===== src/rtl/pipe_stage_pkg.sv =====
// Shared types for the generic pipeline latch: FSM state encoding and occupancy width.
package pipe_stage_pkg;

    typedef enum logic [1:0] {
        PS_EMPTY = 2'd0,
        PS_BUSY  = 2'd1,
        PS_FULL  = 2'd2
    } pipe_state_t;

    localparam int OCC_W = 2;

endpackage


===== src/rtl/pipe_stage_perf.sv =====
// Saturating stall / bubble / flush event counters for one pipeline latch.
module pipe_stage_perf
    import pipe_stage_pkg::*;
#(
    parameter int CNT_W = 32
) (
    input  logic             CLK,
    input  logic             RST,
    input  logic             stall,
    input  logic             bubble,
    input  logic             flush_evt,
    output logic [CNT_W-1:0] stall_cnt,
    output logic [CNT_W-1:0] bubble_cnt,
    output logic [CNT_W-1:0] flush_cnt
);

    function automatic logic [CNT_W-1:0] sat_inc(input logic [CNT_W-1:0] v);
        return (&v) ? v : v + CNT_W'(1);
    endfunction

    always_ff @(posedge CLK) begin
        if (RST) begin
            stall_cnt  <= '0;
            bubble_cnt <= '0;
            flush_cnt  <= '0;
        end else begin
            if (stall)     stall_cnt  <= sat_inc(stall_cnt);
            if (bubble)    bubble_cnt <= sat_inc(bubble_cnt);
            if (flush_evt) flush_cnt  <= sat_inc(flush_cnt);
        end
    end

endmodule


===== src/rtl/pipe_stage_reg.sv =====
// Generic valid/ready pipeline latch with optional 2-entry skid buffer, flush and occupancy.
// Define PIPE_STAGE_PERF_EN to add the stall/bubble/flush counter ports.
module pipe_stage_reg
    import pipe_stage_pkg::*;
#(
    parameter int                DATA_W     = 128,
    parameter logic [DATA_W-1:0] BUBBLE_VAL = '0,
    parameter int                SKID       = 1,
    parameter int                CNT_W      = 32
) (
    input  logic              CLK,
    input  logic              RST,
    input  logic              in_valid,
    output logic              in_ready,
    input  logic [DATA_W-1:0] in_data,
    input  logic              flush,
    output logic              out_valid,
    input  logic              out_ready,
    output logic [DATA_W-1:0] out_data,
    output logic [OCC_W-1:0]  occupancy
`ifdef PIPE_STAGE_PERF_EN
    ,
    output logic [CNT_W-1:0]  stall_cnt,
    output logic [CNT_W-1:0]  bubble_cnt,
    output logic [CNT_W-1:0]  flush_cnt
`endif
);

    if (CNT_W < 1) begin : g_bad_cnt_w
        $error("CNT_W must be at least 1");
    end

    pipe_state_t       state_p1;
    logic [DATA_W-1:0] main_p1;
    logic [DATA_W-1:0] skid_p1;
    logic              rdy_p1;
    logic              in_fire;
    logic              out_fire;

    // main_p1 holds BUBBLE_VAL whenever the stage is empty, so it drives out_data directly
    assign out_valid = (state_p1 != PS_EMPTY);
    assign out_data  = main_p1;
    assign occupancy = state_p1;
    assign in_ready  = (SKID != 0) ? rdy_p1 : (rdy_p1 && (!out_valid || out_ready));
    assign in_fire   = in_valid && in_ready;
    assign out_fire  = out_valid && out_ready;

    always_ff @(posedge CLK) begin
        if (RST) begin
            state_p1 <= PS_EMPTY;
            main_p1  <= BUBBLE_VAL;
            skid_p1  <= BUBBLE_VAL;
            rdy_p1   <= 1'b0;
        end else if (flush) begin
            state_p1 <= PS_EMPTY;
            main_p1  <= BUBBLE_VAL;
            skid_p1  <= BUBBLE_VAL;
            rdy_p1   <= 1'b1;
        end else begin
            // rdy_p1 mirrors next_state != PS_FULL; only the FULL-bound paths clear it
            rdy_p1 <= 1'b1;
            unique case (state_p1)
                PS_EMPTY: begin
                    if (in_fire) begin
                        state_p1 <= PS_BUSY;
                        main_p1  <= in_data;
                    end
                end
                PS_BUSY: begin
                    if (in_fire && out_ready) begin
                        main_p1 <= in_data;
                    end else if (in_fire && (SKID != 0)) begin
                        state_p1 <= PS_FULL;
                        skid_p1  <= in_data;
                        rdy_p1   <= 1'b0;
                    end else if (out_fire) begin
                        state_p1 <= PS_EMPTY;
                        main_p1  <= BUBBLE_VAL;
                    end
                end
                PS_FULL: begin
                    if (out_fire) begin
                        state_p1 <= PS_BUSY;
                        main_p1  <= skid_p1;
                        skid_p1  <= BUBBLE_VAL;
                    end else begin
                        rdy_p1 <= 1'b0;
                    end
                end
                default: begin
                    state_p1 <= PS_EMPTY;
                    main_p1  <= BUBBLE_VAL;
                    skid_p1  <= BUBBLE_VAL;
                end
            endcase
        end
    end

`ifdef PIPE_STAGE_PERF_EN
    pipe_stage_perf #(
        .CNT_W(CNT_W)
    ) u_perf (
        .CLK       (CLK),
        .RST       (RST),
        .stall     (out_valid && !out_ready),
        .bubble    (!out_valid),
        .flush_evt (flush),
        .stall_cnt (stall_cnt),
        .bubble_cnt(bubble_cnt),
        .flush_cnt (flush_cnt)
    );
`endif

endmodule


===== config.mk =====
export PLATFORM = sky130hd
export DESIGN_NAME = pipe_stage_reg
export DESIGN_NICKNAME = d
export VERILOG_FILES = /design/src/rtl/pipe_stage_pkg.sv /design/src/rtl/pipe_stage_perf.sv /design/src/rtl/pipe_stage_reg.sv
export SDC_FILE = /design/constraint.sdc
export NUM_CORES = 1
export LEC_CHECK = 0
export ABC_CLOCK_PERIOD_IN_PS = 2400
export CORE_UTILIZATION = 50
export DETAILED_ROUTE_END_ITERATION = 8
export PLACE_DENSITY = 0.81
export SLEW_MARGIN = 15
export SYNTH_ARGS = -nofsm -noshare
export SYNTH_HDL_FRONTEND = slang
export SYNTH_SLANG_ARGS = --single-unit

===== constraint.sdc =====
create_clock -name CLK -period 2.4 [get_ports CLK]
set_input_delay 0.36 -clock CLK [delete_from_list [all_inputs] [get_ports CLK]]
set_output_delay 0.36 -clock CLK [all_outputs]
set_load 0.05 [all_outputs]

**Word level (Yosys, flattened, before mapping)**

Index checks and enable logic that the tools add are counted.

- Bits in registers: 259
- Input port bits: 133
- Output and inout port bits: 132
- Logic and storage cells: 42

- Eq/ne operators: 9
- Mux-type cells: 19
- Bitwise logic cells: 1
- Reductions and logical operators: 9

Operators with widths:

| cell | number |
|---|---|
| 2-to-1 mux 128 bit | 6 |
| case mux 128 bit (3 select lines) | 2 |
| AND reduction 4 bit | 3 |
| 2-to-1 mux 2 bit | 5 |
| inequality test 3 bit, second input constant | 3 |
| inequality test 2 bit, second input constant | 4 |
| case mux 2 bit (3 select lines) | 1 |
| 2-to-1 mux 1 bit | 4 |
| logical AND 1 bit | 3 |
| == test 2 x 1 -> 1 bit, second input constant | 1 |
| == test 2 bit, second input constant | 1 |
| logical NOT 2 bit | 1 |
| case mux 1 bit (2 select lines) | 1 |
| nonzero test 2 bit | 1 |
| OR reduction 2 bit | 1 |
| NOT 1 bit | 1 |

**Depth between registers and ports, before layout**

Gate-level depths: netlist (run 1).

- Depth in word-level cells: 6
- Mapped depth: 9
- Depth with buffers taken out: 6

**Worst setup path before layout (run 1)**

Ideal clock, no wire load.

- Path kind: reg2reg
- Start point: register state_p1[0], in the netlist occupancy[0]
- End point: register main_p1[32], in the netlist out_data[32]
- Setup time: 0.141 ns
- Arrival: 2.145 ns
- Required time: 2.259 ns
- Path slack: 0.114 ns
- Cell stages (with the launch flop): 10
- Path buffers: 3
- Clock period less this slack: 2.286 ns
- Path through: dfxtp_1 inv_1 ha_1 buf_2 nand2b_1 a221o_1 buf_2 buf_2 nand3_1 o31ai_2

- Cells in the longest elaborated chain, start to end: 4
- Elaborated cells between the ends (all ways): 11
- Those cells by class: eq/ne: 6; mux: 1; reduce/logical: 4

RTL lines:

| what | line | source |
|---|---|---|
| start, declared | pipe_stage_reg.sv:33 | `pipe_state_t state_p1;` |
| start signal, assigned | pipe_stage_reg.sv:50 | `state_p1 <= PS_EMPTY;` |
| start signal, assigned | pipe_stage_reg.sv:55 | `state_p1 <= PS_EMPTY;` |
| start signal, assigned | pipe_stage_reg.sv:65 | `state_p1 <= PS_BUSY;` |
| nonzero test 2 bit | pipe_stage_reg.sv:41 | `assign out_valid = (state_p1 != PS_EMPTY);` |
| logical AND 1 bit | pipe_stage_reg.sv:46 | `assign out_fire = out_valid && out_ready;` |
| inequality test 3 bit (no source line) / inequality test 2 bit (equally long branches) | n/a |  |
| AND reduction 4 bit (no source line) | n/a |  |
| end signal, assigned | pipe_stage_reg.sv:66 | `main_p1 <= in_data;` |
| end signal, assigned | pipe_stage_reg.sv:71 | `main_p1 <= in_data;` |
| end signal, assigned | pipe_stage_reg.sv:84 | `main_p1 <= skid_p1;` |
| end, declared | pipe_stage_reg.sv:34 | `logic [DATA_W-1:0] main_p1;` |

Several ways; a longest one is shown, not always the timed one.
A chain may end at the register's enable or synchronous reset.

**Final worst setup path (run 1)**

- Start point: register state_p1[0], in the netlist occupancy[0]
- End point: output port out_valid

- Cells in the longest elaborated chain, start to end: 1

RTL lines:

| what | line | source |
|---|---|---|
| nonzero test 2 bit | pipe_stage_reg.sv:41 |  |
| end, declared | pipe_stage_reg.sv:17 | `output logic out_valid,` |

No other way between the ends.

==> flow_summary.toml, run 1 <==
[status]
status = "complete, no violations"

[setup_path]
crit_type = "reg -> out"
start_kind = "register"
cp.required_ps = 2040
critPathMaxFanout = 5
critical-path-max-stage-delay_ps = 460
crit_slowest_cell = "dfxtp_1"
worstSetupEndpointType = "output pin"
arrival_ps = 1930
crit_chain = "inv_1, ha_1, buf_4, inv_1, buf_4"

[floorplanning]
ioPinCount = 265
rows = 53
initial_core_util_pct = 51.5
die_w_um = 150
die_area_um2 = 22500
die_h_um = 150
core_um2 = 21300

[global_routing]
antenna_found_initial = 3
grt_start_max_net_pins = 101
grt_pass1_wl_mm = 49.3
grtUsageTotal_pct = 27.0
overflow = 0
grt_pass1_vias = 9440

[logic_synthesis]
synth_cells = 1206
yosysTopAreaCell = "dfxtp_1"
async_reset_ff_share_pct = 0
synth_area_leaders = "dfxtp_1 47%, nand3_1 12%, o31ai_2 11%, a22oi_1 8.8%, a21oi_1 6.1%"
yosysTopAreaCellShare_pct = 47.3
synth-edff-count = 0
ys_types = 27
postSynthAreaPerCell_um2 = 9.09
ys_ff_latch = 259
synthesis.area_um2 = 11000
synthesis.nets = 1343
ys_warn_count = 0
yosysSeqAreaShare_pct = 47.3
ys.flop_type = "dfxtp_1"

[sta]
min_period_ps = 2290
worst_pin_slew_ps = 913
fin_worst_skew_ps = 18.7
max_freq_mhz = 437
rsz0062_at_grt = "no"
slew_violations = 0
timing.max_slew.rel_slack_pct = 39.1
tns_ps = 0
setup_viol = 0
finalHoldViolations = 0
period_share_pct = 95.3

[power]
p_int_mw = 7.69
clkPwrFrac_pct = 43.3
leakage_nw = 4.98
switchingPower_mw = 2.66
power-per-cell-area_nw_per_um2 = 705
pwr-share-seq_pct = 42.7
irDropWorstVdd_mv = 0.457
swShare_pct = 25.7
combPwrFrac_pct = 13.9

[cells_and_area]
utilization_pct = 69.0
seq_area_um2 = 5180
drive_gt1_share_pct = 12.8
area_growth_pct = 33.9
n_fill_cell = 1639
mostFrequentLayoutCell = "clkdlybuf4s50_1"
multi_input_area_um2 = 5130
final_nets = 1518
fin_cells = 1677
final_cell_mix = "263 x clkdlybuf4s50_1, 259 x dfxtp_1, 255 x nand3_1, 133 x a21oi_1, 131 x nand2_1"

[placement]
globalplace.congestion = 0.790
dp.cells = 1628
portBuffers = 264
dp_hpwl_mm = 19.1

[clock_network]
cts-root-buf = "clkbuf_16"
cts.sinks = 259
cts_resized = 0
clock_latency_ps = 530
cts_tree = "done"
cts_max_level = 1
cts.clk_slew.worst_paths_ps = 60
numCtsBuffers = 26
post_cts_buffers = 0
cts_max_path_buffers = 3
holdBufCountCts = 0

[detailed_routing]
postRouteAntennaNets = 0
num_vias = 10227
drt_wl_total_mm = 31.8
drc_errors = 0
drtIter0Drc = 1085
viasPerCell = 6.10
wire_per_inst_um = 18.9
first_pass_iters = 5

[run]
cap_violations = 0

[hold_path]
hold_class = "in -> reg"
power groups by stage:
stage	registers, mW	clock network [mW]	logic [mW]
2_1_floorplan	4.76	0	0.629
6_report	4.42	4.49	1.44
3_5_place_dp	4.52	0	1.43
4_1_cts	4.42	4.53	1.44
3_3_place_gp	4.51	0	1.43
5_1_grt	4.43	4.73	1.52
path summary, 6_finish.rpt:
check | startpoint | endpoint | slack [ps] | cells past startpoint
hold / removal | in_data[125] | skid_p1[125]$_SDFFE_PP0P_ | 440 | 3
hold reg to reg | skid_p1[59]$_SDFFE_PP0P_ | skid_p1[59]$_SDFFE_PP0P_ | 450 | 2
setup / recovery | occupancy[0]$_SDFFE_PP0P_ | out_valid | 110 | 5
setup reg to reg | occupancy[0]$_SDFFE_PP0P_ | out_data[21]$_SDFFE_PP0P_ | 170 | 7
sequential cells by signal, indices dropped and copies added (netlist names):
name       count
skid_p1      128
in_ready       1
occupancy      2
out_data     128
metrics by stage:
stage	instance area (um^2)	hold WS [ps]	total power, mW	setup WS [ps]
2_1_floorplan	11000	429	5.39	114
3_5_place_dp	13700	443	5.95	89.0
5_1_grt	14700	446	10.7	9.79
4_1_cts	14700	423	10.4	127
6_report	14700	437	10.4	112
3_3_place_gp	13700	438	5.94	156
cells by family after synthesis:
logic type / count (synthesis) / share of synthesized area, %
adder cells (fa/ha/maj): 4 / 0.457
AND/OR/NAND/NOR: 398 / 16.8
flip-flops: 259 / 47.3
buffers and inverters: 148 / 6.62
AO/OA/AOI/OAI: 397 / 28.8
layer usage:
| layer | share of wire, % | track usage (%) |
|---|---|---|
| met1 | 41 | 35.9 |
| met2 | 47 | 43.1 |
| met3 | 9.0 | 5.91 |
| met4 | 2.9 | 9.39 |
| met5 | 0.054 | 0 |
worst max-delay path, delay by kind of cell, from the launching register on:
family | cells | cell delay, ps
DFF | 1 | 460
adders and majority gates | 1 | 300
buffers and inverters | 4 | 640
synthesized netlist by cell type, drive strengths merged, types with 3 or more instances:
library cell / count
inv: 5
a22oi: 128
dfxtp: 259
nand2: 131
o31ai: 127
ha: 4
nand3: 255
or3: 3
a21oi: 133
buf: 71
o21ai: 3
clkbuf: 72
cell type report:
class | instances | share of cell area, %
repair buffers | 290 | 20.7
multi-input cells | 799 | 35.0
well taps | 275 | 2.34
clock inverters | 9 | 1.18
flip-flops and latches | 259 | 35.3
clock buffers | 38 | 5.36
inverters | 5 | 0.128
diodes | 2 | 0.0341
Note: power is estimated with default switching activity, not from simulation.
==> inputs of run 2 (changes only) <==
Settings changed: CAP_MARGIN from default to 20, SLEW_MARGIN 15 to 20.
==> results of run 2 <==
The final DEF is identical to that of run 1; final timing and power are the same.
==> inputs of run 3 (changes only) <==
Settings changed: CTS_CLUSTER_SIZE from default to 30.
==> results of run 3 <==
The final DEF is identical to that of run 1; final timing and power are the same.
==> RTL edit 1 (settings of run 1) <==
Build with the macro `PIPE_STAGE_PERF_EN` defined.
--- a/src/rtl/pipe_stage_reg.sv
+++ b/src/rtl/pipe_stage_reg.sv
@@ -1,5 +1,7 @@
 // Generic valid/ready pipeline latch with optional 2-entry skid buffer, flush and occupancy.
 // Define PIPE_STAGE_PERF_EN to add the stall/bubble/flush counter ports.
+`define PIPE_STAGE_PERF_EN
+
 module pipe_stage_reg
     import pipe_stage_pkg::*;
 #(
New outputs: bubble_cnt, flush_cnt and stall_cnt. Check against the original RTL: not settled (the Yosys comparison gave no result); the edit may change what the design does.
==> RTL edit 1 against run 1 <==
  * Via count up 50%
  * Sequential cell count up 96
  * First-iteration DRC count up 26%
  * Count of clock-buffer cells in the layout up 21
  * Design area up 41%
  * Area after synthesis up 38%
  * Power up 33%
  * Synthesized cell count up 49%
  * Wire length up 48%
  * Worst setup slack worse by 0.0068 ns
  * Core utilization up 0.59 points
  * Critical endpoint is now u_perf.bubble_cnt[29]
  * Highest routed layer is now met4
==> RTL edit 1: results (changes against run 1) <==
* Reg-to-Reg Start: occupancy[1]
* Crit Path Class: flop to flop
* Post-synthesis compound-gate area fraction at 24.6% (-4.2 points)
* Share of layout cells above drive strength 1 at 7.30% (-5.5 points)
* Maximum fanout along the worst path at 6 (+1)
* Adder-cell area share of the yosys netlist at 0.578% (+0.12 points)
* DRT Pass-1 Iters at 6 (+1)
* Setup WS pre-CTS at 0.0868 ns (-0.00218 ns)
* HPWL Detailed at 30.5 mm (+60%)
* Hold path startpoint: RST
* Fillcell total at 2311 (+41%)
* Synth top cells by count: 355 x dfxtp_1, 199 x a21oi_1, 179 x nand3_1
* Via count at 15400 (+50%)
* Placed Instance Area at 19400 um2 (+41%)
* Largest net degree at the start of global routing at 102 (+0.99%)
* Outcome: finished clean
* CP peak stage delay at 0.53 ns (+0.07 ns)
* Clk sinks at 355 (+37%)
* Slowest CP cell: or4_4
* Number of H-tree levels at 2 (+1)
* Vias in the first global route at 14400 (+53%)
* Area share of xor/xnor cells in the synthesized design at 0.693% (+0.69 points)
* Dpl cells at 2444 (+50%)
* Final std cell area, no fill at 20700 um2 (+41%)
* Antenna fix cells at 7 (+5)
* Via-per-instance ratio at 6.10 (about the same)
* Multi-input logic area at 7480 um2 (+46%)
RTL edit 1: worst min-delay path: stages:
cell	delay, ns
buf_2	0.14
buf_4	0.21
a21oi_1	0.12
RTL edit 1: final timing paths:
check                          end  slack [ns]  cells past startpoint
max          u_perf.bubble_cnt[29]        0.11                      7
min            u_perf.flush_cnt[3]        0.35                      3
max reg2reg  u_perf.bubble_cnt[29]        0.11                      7
min reg2reg             skid_p1[6]        0.45                      2
RTL edit 1: report_power, final:
group	leakage [nW]	internal (W)	switching [W]
Combinational	3.57	0.000751	0.00121
Sequential	2.87	0.00599	0.0000748
Clock	0.594	0.00338	0.00235
Total	7.03	0.0101	0.00363
RTL edit 1: per-layer routing:
metal,track usage [%],up-vias,share of wire [%]
li1,-,7204,-
met1,36.9,7354,40
met2,46.6,681,47
met3,5.86,134,8.1
met4,15.0,0,4.9
met5,0,-,0
RTL edit 1: what timing repair did:
item | 4_1_cts | 5_1_grt
buffers inserted | 0 | 1
resized for setup | 0 | 5
endpoints found under the setup margin | 0 | 13
==> RTL edit 2 (flow settings as in run 1) <==
Without the edit above. Make the reset (`RST`) asynchronous in one clocked block.
--- a/src/rtl/pipe_stage_reg.sv
+++ b/src/rtl/pipe_stage_reg.sv
@@ -45,7 +45,7 @@
     assign in_fire   = in_valid && in_ready;
     assign out_fire  = out_valid && out_ready;
 
-    always_ff @(posedge CLK) begin
+    always_ff @(posedge CLK or posedge RST) begin
         if (RST) begin
             state_p1 <= PS_EMPTY;
             main_p1  <= BUBBLE_VAL;
Function: not settled (the Yosys comparison gave no result); the edit may change what the design does.
==> RTL edit 2 against run 1 <==
  * Sequential share of layout area is 2.9 points higher
  * Die area is 19% higher
  * Area after synthesis is 19% higher
  * Final cell count is 12% higher
  * Worst setup slack better by 0.018 ns
  * Clock skew is 0.0030 ns lower
  * Non-clock buffer count is 22 higher
  * Critical path depth is 4 lower
  * Design area is 16% higher
  * Wire length is 18% higher
  * Sequential cell count stayed put
  * Critical path type unchanged
  * Critical endpoint is now occupancy[0]
Power is not compared: it rests on default switching activity, and its combinational part moved more than twofold at a synthesized area within 25%.
==> RTL edit 2: results (changes against run 1) <==
* Outcome: finished clean
* Syn Nets at 1467 (+9.2%)
* Area contributors post-synth: dfrtp_1 49%, o41ai_2 16%, a21oi_1 15%, nand2_1 7.3%, nand3_1 4.9%
* GRT met2 Usage at 44.7% (+1.6 points)
* CTS Buf Count at 27 (+3.8%)
* Fillcell total at 1901 (+16%)
* Family with the most delay on the worst path: buffers and inverters
* Adder-cell area share of the yosys netlist at 0.382% (-0.075 points)
* Pwr Density at 1130 nW/um2
* Synth top cells by count: 383 x a21oi_1, 259 x dfrtp_1, 256 x nand2_1
* Avg Cell Area, Syn at 9.85 um2 (+8.4%)
* HPWL Detailed at 22.9 mm (+20%)
* DR WL met3 at 2.65 mm (-7.6%)
* Share of layout cells above drive strength 1 at 14.6% (+1.8 points)
* Via count at 11600 (+13%)
* Antenna fix cells at 0 (-2)
* Dpl cells at 1829 (+12%)
* Mux contribution to synthesized area at 0% (unchanged)
* Synth unique cells at 30 (+11%)
* Main synth FF type: dfrtp_1
* Post-CTS setup buffers at 0 (unchanged)
* Highest Signal Layer: met4
* Clock root cell: clkbuf_16
* Part of the Yosys area used for sequential elements at 49.5% (+2.2 points)
* Final #Nets at 1665 (+9.7%)
* First-pass GRT wire length at 59.0 mm (+20%)
* Met1 wire length at 15.3 mm (+17%)
* CP arrival at 1.91 ns (-0.02 ns)
* FFs w/ async S/R, synth at 100% (+100 points)
* Post-synthesis compound-gate area fraction at 31.3% (+2.5 points)
* Drt wl/cell at 20.0 um (+5.4%)
* Part of the power in registers at 30.4%
* Clk_skew at 0.0156 ns (-0.00304 ns)
* Detail Route Antenna Nets at 0 (unchanged)
* Slowest CP cell: clkdlybuf4s50_1
* Reg-to-Reg Start: occupancy[0]
* Worst vdd ir at 0.000715 V
* Final cell count without fillers at 1875 (+12%)
* Vias in the first global route at 11300 (+20%)
* Number of hold buffers added after CTS at 0 (unchanged)
* Initial antenna violation count at 1 (-2)
* Initial drt markers at 1032 (-4.9%)
* GRT Util Overall at 27.3% (+0.32 points)
* GRT met1 Usage at 36.4% (+0.55 points)
* Largest net degree at the start of global routing at 143 (+42%)
* Placed Instance Area at 16100 um2 (+18%)
* Leakage Power at 7.21 nW
* Worst slew pin tran at 0.928 ns (+0.0146 ns)
* WL met2 at 18.2 mm (+23%)
* Synthesis Warnings at 0 (unchanged)
* Internal power at 0.0106 W
* Setup crit start kind: flop
* CP peak stage delay at 0.91 ns (+0.45 ns)
* Met3 Use GR at 4.22% (-1.7 points)
* Setup WS pre-CTS at 0.0412 ns (-0.0478 ns)
* Placer congestion estimate at 0.792 (+0.16%)
* Maximum fanout along the worst path at 5 (unchanged)
* Worst min path class: input pin to async pin
-- RTL edit 2: cell count changes after synthesis, sizes merged, moves of 3 or more --
cell	before	now
or3	3	0
o41ai	0	127
dfxtp	259	0
dfrtp	0	259
a22oi	128	1
a21oi	133	383
nand3	255	129
nand2	131	256
o31ai	127	1
-- RTL edit 2: final cells by class --
cell class,count,area (um2),share of cell area (%)
clock buffers,40,795,4.68
inverters,7,30.0,0.177
repair buffers,312,3310,19.5
flip-flops and latches,259,6480,38.2
clock inverters,6,57.6,0.339
well taps,330,413,2.43
multi-input cells,921,5880,34.7
-- RTL edit 2: final timing paths --
path | to | slack, ns | depth (start not counted)
max | occupancy[0] | 0.13 | 1
min | skid_p1[56] | 0.18 | 2
max reg2reg | skid_p1[14] | 0.19 | 7
min reg2reg | out_data[53] | 0.47 | 2
max in group asynchronous | out_data[1] | 1.45 | 4
min in group CLK | out_data[120] | 0.41 | 3
